===== config.mk =====
export PLATFORM = sky130hd
export DESIGN_NAME = score_tracker_flat
export DESIGN_NICKNAME = d
export VERILOG_FILES = /design/src/rtl/score_tracker_if.sv /design/src/rtl/score_tracker.sv /design/src/flat_wrapper.sv
export SDC_FILE = /design/constraint.sdc
export NUM_CORES = 1
export LEC_CHECK = 0
export BUFFER_PORTS_ARGS = -buffer_cell sky130_fd_sc_hd__buf_4
export CAP_MARGIN = 20
export CORE_UTILIZATION = 60
export DETAILED_ROUTE_END_ITERATION = 12
export PLACE_DENSITY_LB_ADDON = 0.2
export SYNTH_ARGS = -nofsm -noshare
export SYNTH_HDL_FRONTEND = slang
export SYNTH_SLANG_ARGS = --single-unit

===== constraint.sdc =====
create_clock -name clk -period 4.6 [get_ports clk]
set_input_delay 0.23 -clock clk [delete_from_list [all_inputs] [get_ports clk]]
set_output_delay 0.23 -clock clk [all_outputs]
set_load 0.1 [all_outputs]

===== src/rtl/score_tracker_if.sv =====
// Command/score bundle between the Simon game controller and the score tracker.
// The controller drives the round pulses; the tracker drives the display-side values.
interface score_tracker_if;
  logic       start;
  logic       advance;
  logic       fail;
  logic [5:0] num;
  logic       blank;
  logic       win;
  logic       lose;
  logic       busy;

  modport master (
    output start, advance, fail,
    input  num, blank, win, lose, busy
  );

  modport slave (
    input  start, advance, fail,
    output num, blank, win, lose, busy
  );
endinterface


===== src/rtl/score_tracker.sv =====
// Round counter and end-of-game sequencer feeding the two-digit score display.
// Counts rounds up to MAX_ROUND, flashes the display on a win, and freezes it on a loss.
module score_tracker #(
  parameter int MAX_ROUND    = 19,
  parameter int FLASH_CYCLES = 25_000_000,
  parameter int FLASH_COUNT  = 3
) (
  input logic           clk,
  input logic           rst,
  score_tracker_if.slave bus
);

  localparam int TIMER_W = (FLASH_CYCLES > 1) ? $clog2(FLASH_CYCLES) : 1;
  localparam int TOG_W   = $clog2(2 * FLASH_COUNT + 1);

  localparam logic [5:0]         MAX_NUM    = 6'(MAX_ROUND);
  localparam logic [TIMER_W-1:0] TIMER_LAST = TIMER_W'(FLASH_CYCLES - 1);
  localparam logic [TOG_W-1:0]   TOG_LAST   = TOG_W'(2 * FLASH_COUNT);

  typedef enum logic [2:0] {
    IDLE,
    PLAY,
    WIN_FLASH,
    DONE,
    OVER
  } state_t;

  state_t             state_q, state_d;
  logic [5:0]         num_q, num_d;
  logic               blank_q, blank_d;
  logic               win_q, win_d;
  logic               lose_q, lose_d;
  logic               busy_q, busy_d;
  logic [TIMER_W-1:0] timer_q, timer_d;
  logic [TOG_W-1:0]   toggles_q, toggles_d;

  always_ff @(posedge clk) begin
    if (rst) begin
      state_q   <= IDLE;
      num_q     <= '0;
      blank_q   <= 1'b0;
      win_q     <= 1'b0;
      lose_q    <= 1'b0;
      busy_q    <= 1'b0;
      timer_q   <= '0;
      toggles_q <= '0;
    end else begin
      state_q   <= state_d;
      num_q     <= num_d;
      blank_q   <= blank_d;
      win_q     <= win_d;
      lose_q    <= lose_d;
      busy_q    <= busy_d;
      timer_q   <= timer_d;
      toggles_q <= toggles_d;
    end
  end

  always_comb begin
    state_d   = state_q;
    num_d     = num_q;
    blank_d   = blank_q;
    timer_d   = timer_q;
    toggles_d = toggles_q;

    if (bus.start) begin
      state_d   = PLAY;
      num_d     = '0;
      blank_d   = 1'b0;
      timer_d   = '0;
      toggles_d = '0;
    end else begin
      case (state_q)
        IDLE: begin
          num_d = '0;
        end
        PLAY: begin
          // fail outranks advance, so a simultaneous pair never scores
          if (bus.fail) begin
            state_d = OVER;
          end else if (bus.advance) begin
            num_d = num_q + 6'd1;
            if (num_d == MAX_NUM) begin
              state_d   = WIN_FLASH;
              blank_d   = 1'b1;
              timer_d   = '0;
              toggles_d = '0;
            end
          end
        end
        WIN_FLASH: begin
          num_d = MAX_NUM;
          if (timer_q == TIMER_LAST) begin
            timer_d   = '0;
            blank_d   = ~blank_q;
            toggles_d = toggles_q + 1'b1;
            if (toggles_d == TOG_LAST) begin
              blank_d = 1'b0;
              state_d = DONE;
            end
          end else begin
            timer_d = timer_q + 1'b1;
          end
        end
        DONE: begin
          num_d   = MAX_NUM;
          blank_d = 1'b0;
        end
        OVER: begin
        end
        default: begin
          state_d = IDLE;
          num_d   = '0;
          blank_d = 1'b0;
        end
      endcase
    end

    // flags follow the next state so they line up with the state register
    win_d  = (state_d == DONE);
    lose_d = (state_d == OVER);
    busy_d = (state_d == PLAY) || (state_d == WIN_FLASH);
  end

  assign bus.num   = num_q;
  assign bus.blank = blank_q;
  assign bus.win   = win_q;
  assign bus.lose  = lose_q;
  assign bus.busy  = busy_q;

endmodule


===== src/flat_wrapper.sv =====
// flat-port wrapper written by rule: the top's interface ports become plain ports
module score_tracker_flat 
#(
  parameter int MAX_ROUND    = 19,
  parameter int FLASH_CYCLES = 25_000_000,
  parameter int FLASH_COUNT  = 3
)
  (clk, rst, bus_start, bus_advance, bus_fail, bus_num, bus_blank, bus_win, bus_lose, bus_busy);
  score_tracker_if bus_i ();
  input logic clk;
  input logic rst;
  input wire logic [$bits(bus_i.start)-1:0] bus_start;
  input wire logic [$bits(bus_i.advance)-1:0] bus_advance;
  input wire logic [$bits(bus_i.fail)-1:0] bus_fail;
  output wire logic [$bits(bus_i.num)-1:0] bus_num;
  output wire logic [$bits(bus_i.blank)-1:0] bus_blank;
  output wire logic [$bits(bus_i.win)-1:0] bus_win;
  output wire logic [$bits(bus_i.lose)-1:0] bus_lose;
  output wire logic [$bits(bus_i.busy)-1:0] bus_busy;
  assign bus_i.start = bus_start;
  assign bus_i.advance = bus_advance;
  assign bus_i.fail = bus_fail;
  assign bus_num = bus_i.num;
  assign bus_blank = bus_i.blank;
  assign bus_win = bus_i.win;
  assign bus_lose = bus_i.lose;
  assign bus_busy = bus_i.busy;
  score_tracker #(.MAX_ROUND(MAX_ROUND), .FLASH_CYCLES(FLASH_CYCLES), .FLASH_COUNT(FLASH_COUNT)) u_core (.clk(clk), .rst(rst), .bus(bus_i));
endmodule

==> impl_metrics.py <==
metrics = {
    "sta": {
        "fin_skew_ns": 0.0173,
        "max_freq_mhz": 335,
        "fin_crit_sh_pct": 64.9,
        "worst_pin_slew_ns": 0.946,
        "final-hold-violation-count": 0,
        "slew_violations": 0,
        "whs_ns": 0.0600,
        "setup_viol": 0,
        "rsz0062_at_grt": "no",
        "finalCriticalPeriod_ns": 2.99,
        "max_slew_margin_pct": 36.9,
        "setup_ws_ns": 1.61,
        "tns_ns": 0,
    },
    "yosys": {
        "synth_edf_count": 0,
        "synthDistinctLibCells": 48,
        "synth_fp_nets": 262,
        "yosysTopAreaCell": "dfxtp_1",
        "synthCells": 252,
        "synth_warnings": 0,
        "synth_area_leaders": "dfxtp_1 (39%), xor2_1 (7.4%), nor2_1 (6.0%)",
        "ys_top_cells_by_count": "dfxtp_1 (41), nor2_1 (34), xor2_1 (18)",
        "synthMostInstantiatedCell": "dfxtp_1",
        "synth_area_sq_um": 2120,
        "syn_area_per_cell_sq_um": 8.43,
        "seq_area_frac_synth_pct": 38.6,
        "synth.top_cell.area_share_pct": 38.6,
        "synthFlopType": "dfxtp_1",
        "async_flop_share_pct": 0,
        "synth_seq_cells": 41,
    },
    "placed_design": {
        "port-buffer-count": 14,
        "routabilityCongestion": 0.811,
        "dpl.hpwl_microns": 3010,
        "post-place-ws_ns": 1.62,
        "place_area_sq_um": 2240,
        "place_inst": 304,
    },
    "worst_setup_path": {
        "criticalPathCategory": "register to register",
        "endpoint_kind": "register",
        "worst-endpoint-arrival_ns": 3.24,
        "cp_cell_sequence": "ha_1 -> and2_1 -> nand4_1 -> nor3_1 -> a221o_1 -> a41oi_1 -> a22o_1",
        "regToRegEndpoint": "u_core.timer_q[14]",
        "crit_path_top_delay_cell": "a221o_1",
        "rrSetupSlack_ns": 1.61,
        "max_stage_delay_ns": 0.85,
        "crit_fanout": 25,
        "critical_path_required_ns": 4.85,
        "rr_startpoint": "u_core.timer_q[0]",
        "crit_buf_inv": 0,
        "crit_cells": 7,
        "crit_family": "compound AO/OA/AOI/OAI gates",
        "cp-start-kind": "register",
        "reg2regPathDepth": 7,
    },
    "power_and_ir_drop": {
        "power_density_nw_per_um2": 272,
        "finalPower_mw": 0.633,
        "leakage_nw": 0.825,
        "irDropWorstVdd_v": 0.000184,
    },
    "route": {
        "num_vias": 1783,
        "antenna_left": 0,
        "drc": 0,
        "avgViaCountPerCell": 5.71,
        "wirelength_microns": 4210,
        "firstDrtPassIters": 4,
        "drtIter0Drc": 110,
        "routedWlPerCell_microns": 13.5,
    },
    "clock_network": {
        "cts_hold_buf": 0,
        "clk_pin_slew_ns": 0.12,
        "cts_tree": "yes",
        "root_buffer": "clkbuf_4",
        "max-clock-path-buffers": 2,
        "numClockSinks": 41,
        "ctsResizeCount": 0,
        "htree_levels": 2,
        "numCtsBuffers": 5,
        "post_cts_buffers": 0,
        "insertion_delay_ns": 0.35,
    },
    "die": {
        "initial_core_util_pct": 63.2,
        "core_sq_um": 3360,
        "rows": 21,
        "die_h_microns": 61.5,
        "ioPinCount": 15,
        "die_area_sq_um": 3780,
        "die_width_microns": 61.5,
    },
    "grt": {
        "grt_pass1_vias": 1542,
        "grtUsageTotal_pct": 24.3,
        "grt_remaining_overflow": 0,
        "grt_pass1_wl_microns": 6750,
        "antenna_found_initial": 0,
        "grt_max_degree": 27,
    },
    "hold_path": {
        "hold_class": "input port to register",
        "hold_path_depth": 2,
        "min-delay-start": "rst",
        "min_to": "u_core.state_q[0]",
    },
    "layout": {
        "nets": 275,
        "layout.cells.non_filler": 312,
        "area_growth_pct": 9.66,
        "fin_area_sq_um": 2330,
        "diodes": 0,
        "drive_above_1_share_pct": 10.5,
        "final_util_pct": 69.3,
    },
    "run": {
        "max-cap-violations": 0,
    },
    "run_status": {
        "outcome": "complete, no violations",
    },
}
## kinds of logic after synthesis
logic type / count (synthesis) / synth area share, %
AO/OA/AOI/OAI: 49 / 15.4
XOR/XNOR: 24 / 9.89
flip-flops: 41 / 38.6
AND/OR/NAND/NOR: 120 / 30.2
adder cells (fa/ha/maj): 5 / 2.94
buffers and inverters: 13 / 2.89
## routing by layer
| metal | share of wire [%] | vias up | GRT usage [%] |
|---|---|---|---|
| li1 | - | 929 | - |
| met1 | 48 | 825 | 29.5 |
| met2 | 49 | 25 | 41.5 |
| met3 | 2.5 | 4 | 6.51 |
| met4 | 1.2 | 0 | 7.94 |
| met5 | 0 | - | 0 |
## final cells by class
type	count	area, sq um
multi-input combinational	198	1240
fill	313	1030
sequential	41	821
timing repair buffer	14	105
tap	46	57.6
clock buffer	7	55.1
clock inverter	1	30.0
inverter	5	18.8
## state kept, by name, indices dropped and copies added (netlist names)
register / count
u_core.bus.lose: 1
u_core.bus.busy: 1
u_core.toggles_q: 3
u_core.state_q: 3
u_core.timer_q: 25
u_core.bus.num: 6
u_core.bus.blank: 1
u_core.bus.win: 1
## worst max path at each step
stage / from / end / slack [ns]
floorplan: u_core.bus.num[1] / u_core.toggles_q[1] / 1.84
global placement: u_core.timer_q[0] / u_core.timer_q[14] / 1.73
detailed placement: u_core.timer_q[0] / u_core.timer_q[14] / 1.62
CTS: u_core.timer_q[0] / u_core.timer_q[14] / 1.61
global route: u_core.timer_q[0] / u_core.timer_q[15] / 1.34
finish: u_core.timer_q[0] / u_core.timer_q[14] / 1.61
## power by group
group          switching, mW  internal [mW]
sequential           0.00229          0.357
clock                  0.113          0.130
combinational         0.0214         0.0102
total                  0.136          0.497
## placed cells by master (no fill, tap or decap), types with 4 or more instances in the layout
master and n:
buf_4 14, nor2_1 34, o21ai_0 12, xnor2_1 6, ha_1 5, and2_1 5
nand2_1 17, clkbuf_4 5, nand3_1 12, dfxtp_1 41, inv_1 5, nor2b_1 4
a21oi_1 15, nand4_1 11, nand2b_1 4, nor3_1 4, and3_1 9, xor2_1 18
Power figures use the tool's default switching activity.
